$ cat config.mk
export PLATFORM = sky130hd
export DESIGN_NAME = apb_mrsc_arbiter
export DESIGN_NICKNAME = d
export VERILOG_FILES = /design/src/rtl/apb_pkg.sv /design/src/rtl/rr_arbiter.sv /design/src/rtl/apb_mrsc_arbiter.sv
export SDC_FILE = /design/constraint.sdc
export NUM_CORES = 1
export LEC_CHECK = 0
export CORE_MARGIN = 1
export CORE_UTILIZATION = 44
export DETAILED_ROUTE_END_ITERATION = 10
export PLACE_DENSITY = 0.85
export SLEW_MARGIN = 20
export SYNTH_ARGS = -nofsm -noshare
export SYNTH_HDL_FRONTEND = slang
export SYNTH_HIERARCHICAL = 1
export SYNTH_SLANG_ARGS = --single-unit
$ cat constraint.sdc
create_clock -name PCLK -period 3.5 [get_ports PCLK]
set_clock_uncertainty 0.1 [all_clocks]
set_input_delay 0.35 -clock PCLK [delete_from_list [all_inputs] [get_ports PCLK]]
set_output_delay 0.35 -clock PCLK [all_outputs]
set_load 0.01 [all_outputs]
$ cat src/rtl/apb_pkg.sv
// Shared types for the APB requester-side arbiter.
package apb_pkg;

  typedef enum logic [1:0] {
    IDLE   = 2'd0,
    SETUP  = 2'd1,
    ACCESS = 2'd2
  } apb_state_e;

endpackage

$ cat src/rtl/rr_arbiter.sv
// Combinational round-robin pick: the first valid requester after ptr,
// wrapping around. Returns both one-hot and index forms.
module rr_arbiter #(
  parameter int NUM_REQ = 2
) (
  input  logic [NUM_REQ-1:0]         req_valid,
  input  logic [$clog2(NUM_REQ)-1:0] ptr,
  output logic [NUM_REQ-1:0]         pick,
  output logic [$clog2(NUM_REQ)-1:0] pick_idx
);

  localparam int IDX_W = $clog2(NUM_REQ);

  logic             found;
  int               idx;
  logic [IDX_W-1:0] idx_v;

  always_comb begin
    pick     = '0;
    pick_idx = '0;
    found    = 1'b0;
    idx      = 0;
    idx_v    = '0;
    for (int i = 1; i <= NUM_REQ; i++) begin
      idx   = (int'(ptr) + i) % NUM_REQ;
      idx_v = idx[IDX_W-1:0];
      if (!found && req_valid[idx_v]) begin
        found        = 1'b1;
        pick[idx_v]  = 1'b1;
        pick_idx     = idx_v;
      end
    end
  end

endmodule

$ cat src/rtl/apb_mrsc_arbiter.sv
// APB requester-side arbiter: NUM_REQ local requesters share one APB completer
// round-robin; a completer stalling longer than TIMEOUT_CYCLES is aborted.
//
// state  | meaning
// IDLE   | bus idle, waiting for any req_valid
// SETUP  | PSEL=1 PENABLE=0 for one cycle, grant pulse to the winner
// ACCESS | PSEL=1 PENABLE=1 until PREADY or timeout
module apb_mrsc_arbiter
  import apb_pkg::*;
#(
  parameter int NUM_REQ        = 2,
  parameter int ADDR_WIDTH     = 10,
  parameter int DATA_WIDTH     = 16,
  parameter int TIMEOUT_CYCLES = 16
) (
  input  logic                          PCLK,
  input  logic                          PRESETN,
  input  logic [NUM_REQ-1:0]            req_valid,
  input  logic [NUM_REQ-1:0]            req_write,
  input  logic [NUM_REQ*ADDR_WIDTH-1:0] req_addr,
  input  logic [NUM_REQ*DATA_WIDTH-1:0] req_wdata,
  output logic [NUM_REQ-1:0]            req_grant,
  output logic [NUM_REQ-1:0]            req_done,
  output logic [DATA_WIDTH-1:0]         rsp_rdata,
  output logic                          rsp_err,
  output logic                          PSEL,
  output logic                          PENABLE,
  output logic                          PWRITE,
  output logic [ADDR_WIDTH-1:0]         PADDR,
  output logic [DATA_WIDTH-1:0]         PWDATA,
  input  logic [DATA_WIDTH-1:0]         PRDATA,
  input  logic                          PREADY,
  input  logic                          PSLVERR
);

  localparam int IDX_W = $clog2(NUM_REQ);
  localparam int CNT_W = $clog2(TIMEOUT_CYCLES + 1);
  localparam logic [CNT_W-1:0] CNT_LAST = CNT_W'(TIMEOUT_CYCLES - 1);

  apb_state_e        state, state_nxt;
  logic [IDX_W-1:0]  ptr, ptr_nxt;
  logic [NUM_REQ-1:0] owner, owner_nxt;
  logic [CNT_W-1:0]  wait_cnt, cnt_nxt;

  logic                  psel_nxt, penable_nxt, pwrite_nxt, err_nxt, start;
  logic [ADDR_WIDTH-1:0] paddr_nxt;
  logic [DATA_WIDTH-1:0] pwdata_nxt, rdata_nxt;
  logic [NUM_REQ-1:0]    grant_nxt, done_nxt;

  logic [NUM_REQ-1:0]    pick;
  logic [IDX_W-1:0]      pick_idx;
  logic                  sel_write;
  logic [ADDR_WIDTH-1:0] sel_addr;
  logic [DATA_WIDTH-1:0] sel_wdata;

  rr_arbiter #(.NUM_REQ(NUM_REQ)) u_rr (
    .req_valid (req_valid),
    .ptr       (ptr),
    .pick      (pick),
    .pick_idx  (pick_idx)
  );

  always_comb begin
    sel_write = 1'b0;
    sel_addr  = '0;
    sel_wdata = '0;
    for (int i = 0; i < NUM_REQ; i++) begin
      if (pick[i]) begin
        sel_write = req_write[i];
        sel_addr  = req_addr[i*ADDR_WIDTH +: ADDR_WIDTH];
        sel_wdata = req_wdata[i*DATA_WIDTH +: DATA_WIDTH];
      end
    end
  end

  always_comb begin
    state_nxt   = state;
    ptr_nxt     = ptr;
    owner_nxt   = owner;
    cnt_nxt     = wait_cnt;
    psel_nxt    = PSEL;
    penable_nxt = PENABLE;
    pwrite_nxt  = PWRITE;
    paddr_nxt   = PADDR;
    pwdata_nxt  = PWDATA;
    grant_nxt   = '0;
    done_nxt    = '0;
    rdata_nxt   = rsp_rdata;
    err_nxt     = rsp_err;
    start       = 1'b0;

    case (state)
      IDLE: start = |req_valid;
      SETUP: begin
        state_nxt   = ACCESS;
        penable_nxt = 1'b1;
        cnt_nxt     = '0;
      end
      ACCESS: begin
        if (PREADY) begin
          done_nxt = owner;
          err_nxt  = PSLVERR;
          if (!PWRITE) rdata_nxt = PRDATA;
          if (|req_valid) begin
            start = 1'b1;
          end else begin
            state_nxt   = IDLE;
            psel_nxt    = 1'b0;
            penable_nxt = 1'b0;
          end
        end else if (wait_cnt == CNT_LAST) begin
          // this would be the TIMEOUT_CYCLES-th stalled cycle: abort
          done_nxt    = owner;
          err_nxt     = 1'b1;
          rdata_nxt   = '0;
          state_nxt   = IDLE;
          psel_nxt    = 1'b0;
          penable_nxt = 1'b0;
        end else begin
          cnt_nxt = wait_cnt + CNT_W'(1);
        end
      end
      default: begin
        state_nxt   = IDLE;
        psel_nxt    = 1'b0;
        penable_nxt = 1'b0;
      end
    endcase

    if (start) begin
      state_nxt   = SETUP;
      psel_nxt    = 1'b1;
      penable_nxt = 1'b0;
      pwrite_nxt  = sel_write;
      paddr_nxt   = sel_addr;
      pwdata_nxt  = sel_write ? sel_wdata : '0;
      grant_nxt   = pick;
      ptr_nxt     = pick_idx;
      owner_nxt   = pick;
      cnt_nxt     = '0;
    end
  end

  always_ff @(posedge PCLK or negedge PRESETN) begin
    if (!PRESETN) begin
      state     <= IDLE;
      ptr       <= IDX_W'(NUM_REQ - 1);
      owner     <= '0;
      wait_cnt  <= '0;
      PSEL      <= 1'b0;
      PENABLE   <= 1'b0;
      PWRITE    <= 1'b0;
      PADDR     <= '0;
      PWDATA    <= '0;
      req_grant <= '0;
      req_done  <= '0;
      rsp_rdata <= '0;
      rsp_err   <= 1'b0;
    end else begin
      state     <= state_nxt;
      ptr       <= ptr_nxt;
      owner     <= owner_nxt;
      wait_cnt  <= cnt_nxt;
      PSEL      <= psel_nxt;
      PENABLE   <= penable_nxt;
      PWRITE    <= pwrite_nxt;
      PADDR     <= paddr_nxt;
      PWDATA    <= pwdata_nxt;
      req_grant <= grant_nxt;
      req_done  <= done_nxt;
      rsp_rdata <= rdata_nxt;
      rsp_err   <= err_nxt;
    end
  end

endmodule

==> flow_summary.toml, run 1 <==
[logic_synthesis]
ys_types = 45
synthesis.instances = 217
synth_simple_gate_area_share_pct = 9.54
synthesis.nets = 295
avgSynthCellArea_sq_um = 12.5
yosys_warnings = 6
synth-compound-area-share_pct = 23.1
synth.cell_area_sq_um = 2710
synth_xor_xnor_area_share_pct = 0
ys_async_sr_fraction_pct = 100
fraction_of_the_mapped_netlist_area_in_adder_cells_pct = 0.922
synth-main-ff-cell = "sky130_fd_sc_hd__dfrtp_1"
yosys_register_bits = 59
post_synth_mux_area_share_pct = 6.32
synth.yosys.seq_area_share_pct = 54.4
synth_top_family_by_area = "compound AO/OA/AOI/OAI gates"
synth_enable_flop_cells = 0

[timing]
final_period_minus_worst_setup_slack_ns = 2.27
timing_worst_slew_pin_value_ns = 0.800
final.period_utilization_pct = 64.9
final.hold.worst_slack_ns = -0.0168
drv_slew = 0
finalSetupViolations = 0
fin_setup_tns_ns = 0
worst_slack_ns = 1.23
final_hold_viol_count = 12
clock.fmax_mhz = 440
slew_hr_pct = 46.7
rsz0062_at_grt = "no"

[setup_path]
crit_start = "req_valid[1]"
rr_worst_depth = 6
critPathCapture = "PWDATA[2]"
worstSetupPathType = "primary input to flop"
regToRegSetupSlack_ns = 1.28
worst_r2r_startpoint = "wait_cnt[0]"
crit_arrival_ns = 2.42
critPathRequiredTime_ns = 3.65
worstSetupEndpointType = "flop"
worstReg2RegEnd = "wait_cnt[1]"
crit_path_launch_type = "primary input"
critical_path_peak_fanout = 17

[clock_tree]
clk_pin_slew_worst_paths_ns = 0.07
clock_sinks = 59
cts_buffer_depth = 2
ctsHoldBuffers = 0
clock-root-buffer = "sky130_fd_sc_hd__clkbuf_8"
cts_tree = "built"
cts.repair.resized = 0
clk-insertion-delay-late_ns = 0.34
cts_made_buffers = 9
post-cts-setup-buffers = 0
cts_htree_levels = 3

[place]
gp_routability_congestion = 0.723
hpwl_um = 4960
dp_cells = 403
place_worst_setup_slack_ns = 0.916
port-buffer-count = 125

[power]
total_switching_power_mw = 0.914
p_per_area_nw_per_um2 = 686
p_seq_share_pct = 37.5
power.ir.vdd_worst_uv = 387
leak_pwr_nw = 1.75
clock_power_share_pct = 21.4
power.share.combinational_pct = 41.1
power_report.internal_total_mw = 1.95
power.share.switching_pct = 32.0

[global_route]
antenna_found_initial = 0
wire_length_of_the_first_global_routing_pass_um = 11100
groute.usage.overall_pct = 23.4
via_count_of_the_first_global_routing_pass = 2309
grt_overflow = 0
grt_max_degree = 37

[status]
outcome = "finished, violations left"
violations = "negative hold slack"

[detailed_routing]
detailedRoute.firstPassIterationCount = 4
avgViaCountPerCell = 5.47
vias = 2293
route.detailed.drc = 0
drtIter0Drc = 92
total_wirelength_of_the_detailed_routed_design_um = 6870
drt-wirelength-per-cell_um = 16.4
ant_nets = 0

[final_layout]
nFillCells = 451
finish.cell_count_without_fillers = 419
final_nets = 417
num_antenna_cells = 0
final_common_cell = "sky130_fd_sc_hd__clkdlybuf4s50_1"
area.growth.synth_to_final_pct = 53.8
final_core_utilization_pct = 70.5
layout_common_cells = "sky130_fd_sc_hd__clkdlybuf4s50_1, sky130_fd_sc_hd__dfrtp_1"
layout-drive-gt1-share_pct = 16.3

[min_path]
path_class_of_the_lowest_slack_min_delay_path = "primary input to async pin"

[floorplan]
floorplan.rows = 28
die_w_um = 80.5
placeable_core_region_sq_um = 5920
ios = 126
initial_utilization_pct = 45.8
floorplan.die_area_sq_um = 6490
dieHeight_um = 80.5

[job]
maxCapViolations = 0
==> critical path, stage by stage <==
cell,delay (ns)
sky130_fd_sc_hd__clkdlybuf4s50_1,0.53
sky130_fd_sc_hd__a21boi_2,0.54
sky130_fd_sc_hd__nand2_1,0.11
sky130_fd_sc_hd__a2111o_1,0.61
sky130_fd_sc_hd__o2bb2ai_1,0.27
==> kinds of logic after synthesis <==
logic type      count (synthesis)
buf+inv                        25
simple gates                   43
flops                          59
mux                            14
fa+ha+maj                       2
compound gates                 74
==> state kept, by name, indices dropped and copies added, names as in the netlist <==
register	flops
PWRITE	1
ptr	1
req_grant	2
state	2
wait_cnt	5
owner	2
rsp_err	1
PSEL	1
PWDATA	16
rsp_rdata	16
PADDR	10
req_done	2
==> cell usage after synthesis (2+ instances only) <==
cell type                   count  share of area [%]
sky130_fd_sc_hd__and2_1         4               0.92
sky130_fd_sc_hd__a22oi_1       16                4.4
sky130_fd_sc_hd__a21bo_2       16                5.9
sky130_fd_sc_hd__a31oi_1        2               0.46
sky130_fd_sc_hd__nor2b_1        2               0.46
sky130_fd_sc_hd__mux2_2         9                3.7
sky130_fd_sc_hd__ha_1           2               0.92
sky130_fd_sc_hd__nand4_1       16                3.7
sky130_fd_sc_hd__o2bb2ai_1     16                5.2
sky130_fd_sc_hd__inv_1          5               0.69
sky130_fd_sc_hd__dfrtp_1       58                 53
sky130_fd_sc_hd__nand2b_1       2               0.46
sky130_fd_sc_hd__nand2_1        6               0.83
sky130_fd_sc_hd__buf_6          2               0.83
sky130_fd_sc_hd__buf_2         12                2.2
sky130_fd_sc_hd__mux2_4         4                2.2
sky130_fd_sc_hd__o21ai_0        3               0.55
sky130_fd_sc_hd__a21boi_0       2               0.55
sky130_fd_sc_hd__clkbuf_1       2               0.28
sky130_fd_sc_hd__a22o_1        10                3.2
sky130_fd_sc_hd__nor2_1         4               0.55
==> cell type report <==
type                    instances  area (sq um)  area share, %
clock buffers                  11           141           3.39
repair buffers                129          1280           30.6
inverters                       7          38.8          0.930
clock inverters                 5          52.6           1.26
flip-flops and latches         59          1480           35.4
well taps                      75          93.8           2.25
multi-input cells             133          1090           26.2
==> worst min-delay path by stage <==
stage                   end  slack [ns]  cells after the start
6_report        wait_cnt[1]       -0.02                      1
5_1_grt        req_grant[0]        0.06                      1
4_1_cts         wait_cnt[3]       0.009                      1
3_5_place_dp    wait_cnt[4]        0.37                      1
3_3_place_gp    wait_cnt[3]        0.36                      1
2_1_floorplan      PADDR[0]       -0.05                      0
==> power by group through the flow <==
| stage | Sequential (mW) | Combinational [mW] | Clock (mW) |
|---|---|---|---|
| finish | 1.07 | 1.18 | 0.612 |
| floorplan | 1.13 | 0.549 | 0 |
| CTS | 1.07 | 1.19 | 0.621 |
| global route | 1.10 | 1.28 | 0.653 |
| global placement | 1.07 | 1.16 | 0 |
| detailed placement | 1.08 | 1.19 | 0 |
==> metrics by stage <==
step                      total power, mW  instance area (sq um)
final                                2.86                   4170
after global routing                 3.03                   4170
after CTS                            2.88                   4170
after detailed placement             2.27                   3980
after global placement               2.23                   3980
after floorplan                      1.68                   2710
==> routing by layer <==
metal | GRT usage, % | share of wire, % | up-vias
li1 | - | - | 1074
met1 | 28.6 | 42 | 1123
met2 | 38.3 | 50 | 86
met3 | 7.39 | 6.5 | 10
met4 | 8.75 | 1.6 | 0
met5 | 0 | 0 | -
(Power assumes the default switching activity.)
==> inputs of run 2 (changes only) <==
Settings changed: CORE_UTILIZATION 44 to 37, PLACE_DENSITY 0.85 to 0.76.
Clock period 3.5 ns to 1.9 ns, I/O delays scaled along.
==> flow_summary.toml, run 2 (synthesis results as in run 1) <==
[status]
outcome = "finished, violations left"
violations = "negative setup slack"

[setup_path]
path_cells = "ha_2 -> and3_4 -> ha_4 -> or4b_4 -> o221ai_4 -> a31oi_1"
crit_start = "wait_cnt[0]"
worstReg2RegEnd = "wait_cnt[3]"
worstSetupPathType = "flop to flop"
critPathRequiredTime_ns = 2.00
crit_family = "simple AND/OR/NAND/NOR gates"
worstSetupEndpointType = "flop"
critPathCapture = "wait_cnt[3]"
crit_buf_inv = 0
worst_r2r_startpoint = "wait_cnt[0]"
crit_cells = 6
crit_arrival_ns = 2.05
crit_path_launch_type = "flop"
regToRegSetupSlack_ns = -0.05
critPathSlowestCell = "sky130_fd_sc_hd__or4b_4"
rr_worst_depth = 6
cpPeakStageDelay_ns = 0.56
critical_path_peak_fanout = 5

[timing]
timing_worst_slew_pin_value_ns = 0.598
final_period_minus_worst_setup_slack_ns = 1.95
finalSetupViolations = 6
final.period_utilization_pct = 102
worst_slack_ns = -0.0454
rsz0062_at_grt = "yes"
final_hold_viol_count = 0
drv_slew = 0
slew_hr_pct = 60.2
clock.fmax_mhz = 514

[min_path]
path_class_of_the_lowest_slack_min_delay_path = "primary input to async pin"

[final_layout]
largest_regs = "PWDATA: 16 flops, rsp_rdata: 16 flops, PADDR: 10 flops"
final_nets = 444
num_antenna_cells = 0
finish.cell_count_without_fillers = 465
area.growth.synth_to_final_pct = 66.3
layout-drive-gt1-share_pct = 23.8
final_common_cell = "sky130_fd_sc_hd__clkdlybuf4s50_1"
layout_common_cells = "sky130_fd_sc_hd__clkdlybuf4s50_1, sky130_fd_sc_hd__dfrtp_1, sky130_fd_sc_hd__buf_4"
nFillCells = 553

[detailed_routing]
ant_nets = 0
vias = 2354
total_wirelength_of_the_detailed_routed_design_um = 7250
drtIter0Drc = 77
detailedRoute.firstPassIterationCount = 4
drt-wirelength-per-cell_um = 15.6
route.detailed.drc = 0
avgViaCountPerCell = 5.06

[floorplan]
floorplan.rows = 30
placeable_core_region_sq_um = 6940
floorplan.die_area_sq_um = 7680
die_w_um = 87.6
ios = 126
initial_utilization_pct = 39.1
dieHeight_um = 87.6

[clock_tree]
clk_pin_slew_worst_paths_ns = 0.07
clock-root-buffer = "sky130_fd_sc_hd__clkbuf_8"
cts_made_buffers = 9
cts_buffer_depth = 2
clock_sinks = 59
clk-insertion-delay-late_ns = 0.33
cts_tree = "built"
cts_htree_levels = 3

[global_route]
grt_max_degree = 26
grt_overflow = 0
wire_length_of_the_first_global_routing_pass_um = 11700
antenna_found_initial = 0
groute.usage.overall_pct = 20.1
via_count_of_the_first_global_routing_pass = 2442

[power]
power_report.internal_total_mw = 3.80
p_per_area_nw_per_um2 = 1220
total_switching_power_mw = 1.72
leak_pwr_nw = 1.91
power.ir.vdd_worst_uv = 593
power.share.combinational_pct = 45.3
power.share.switching_pct = 31.2
clock_power_share_pct = 19.6
p_seq_share_pct = 35.1

[place]
hpwl_um = 5230
gp_routability_congestion = 0.736
place_worst_setup_slack_ns = -0.162
dp_cells = 447
port-buffer-count = 125

[job]
maxCapViolations = 0
==> run 2: power by group through the flow <==
stage / combinational (mW) / clock, mW / sequential [mW]
detailed placement: 2.46 / 0 / 1.95
global placement: 2.42 / 0 / 1.93
CTS: 2.50 / 1.10 / 1.93
floorplan: 1.04 / 0 / 2.09
global route: 2.69 / 1.17 / 1.98
finish: 2.50 / 1.08 / 1.94
==> run 2: worst min path at each step <==
stage | startpoint | to | slack (ns) | cells past startpoint
after floorplan | PRESETN | PADDR[0] | -0.21 | 0
after global placement | PRESETN | rsp_rdata[7] | 0.12 | 1
after detailed placement | PRESETN | rsp_rdata[7] | 0.12 | 1
after CTS | PRESETN | rsp_rdata[9] | 0.30 | 2
after global routing | PRESETN | rsp_rdata[14] | 0.34 | 2
final | PRESETN | rsp_rdata[2] | 0.30 | 2
==> run 2: final cells by class <==
cell class,instances,area [sq um],area share [%]
clock inverters,3,40.0,0.887
well taps,96,120,2.66
clock buffers,11,141,3.13
inverters,7,38.8,0.860
repair buffers,156,1530,33.9
flip-flops and latches,59,1480,32.8
multi-input cells,133,1160,25.8
==> run 2: through the flow <==
step                      utilization [%]  area, sq um  power (mW)  setup TNS, ns  hold slack (ns)
after floorplan                         -         2760        3.13              0           -0.206
after global placement               61.4         4270        4.36          -2.94            0.122
after detailed placement             61.4         4270        4.41          -4.16            0.120
after CTS                            64.6         4490        5.54        -0.0291            0.301
after global routing                 65.0         4510        5.84         -0.945            0.344
final                                65.0         4510        5.52         -0.130            0.301
==> run 2: worst register-to-register path: stages (launching register included) <==
cell and delay (ns):
sky130_fd_sc_hd__dfrtp_1 0.39, sky130_fd_sc_hd__ha_2 0.19, sky130_fd_sc_hd__and3_4 0.18, sky130_fd_sc_hd__ha_4 0.16, sky130_fd_sc_hd__or4b_4 0.56, sky130_fd_sc_hd__o221ai_4 0.11
sky130_fd_sc_hd__a31oi_1 0.12
==> run 2: metal layers <==
metal  track usage (%)  share of wire [%]  vias up
li1                  -                  -     1121
met1              25.0                 42     1152
met2              34.0                 51       73
met3              5.18                5.5        8
met4              7.15                1.1        0
met5                 0                  0        -
==> run 2: repair_timing <==
item,in CTS,in global routing
setup buffers,2,1
resized for setup,2,4
hold buffers,1,0
pin swaps,3,2
endpoints found under the hold margin,23,0
setup endpoints to repair,4,34
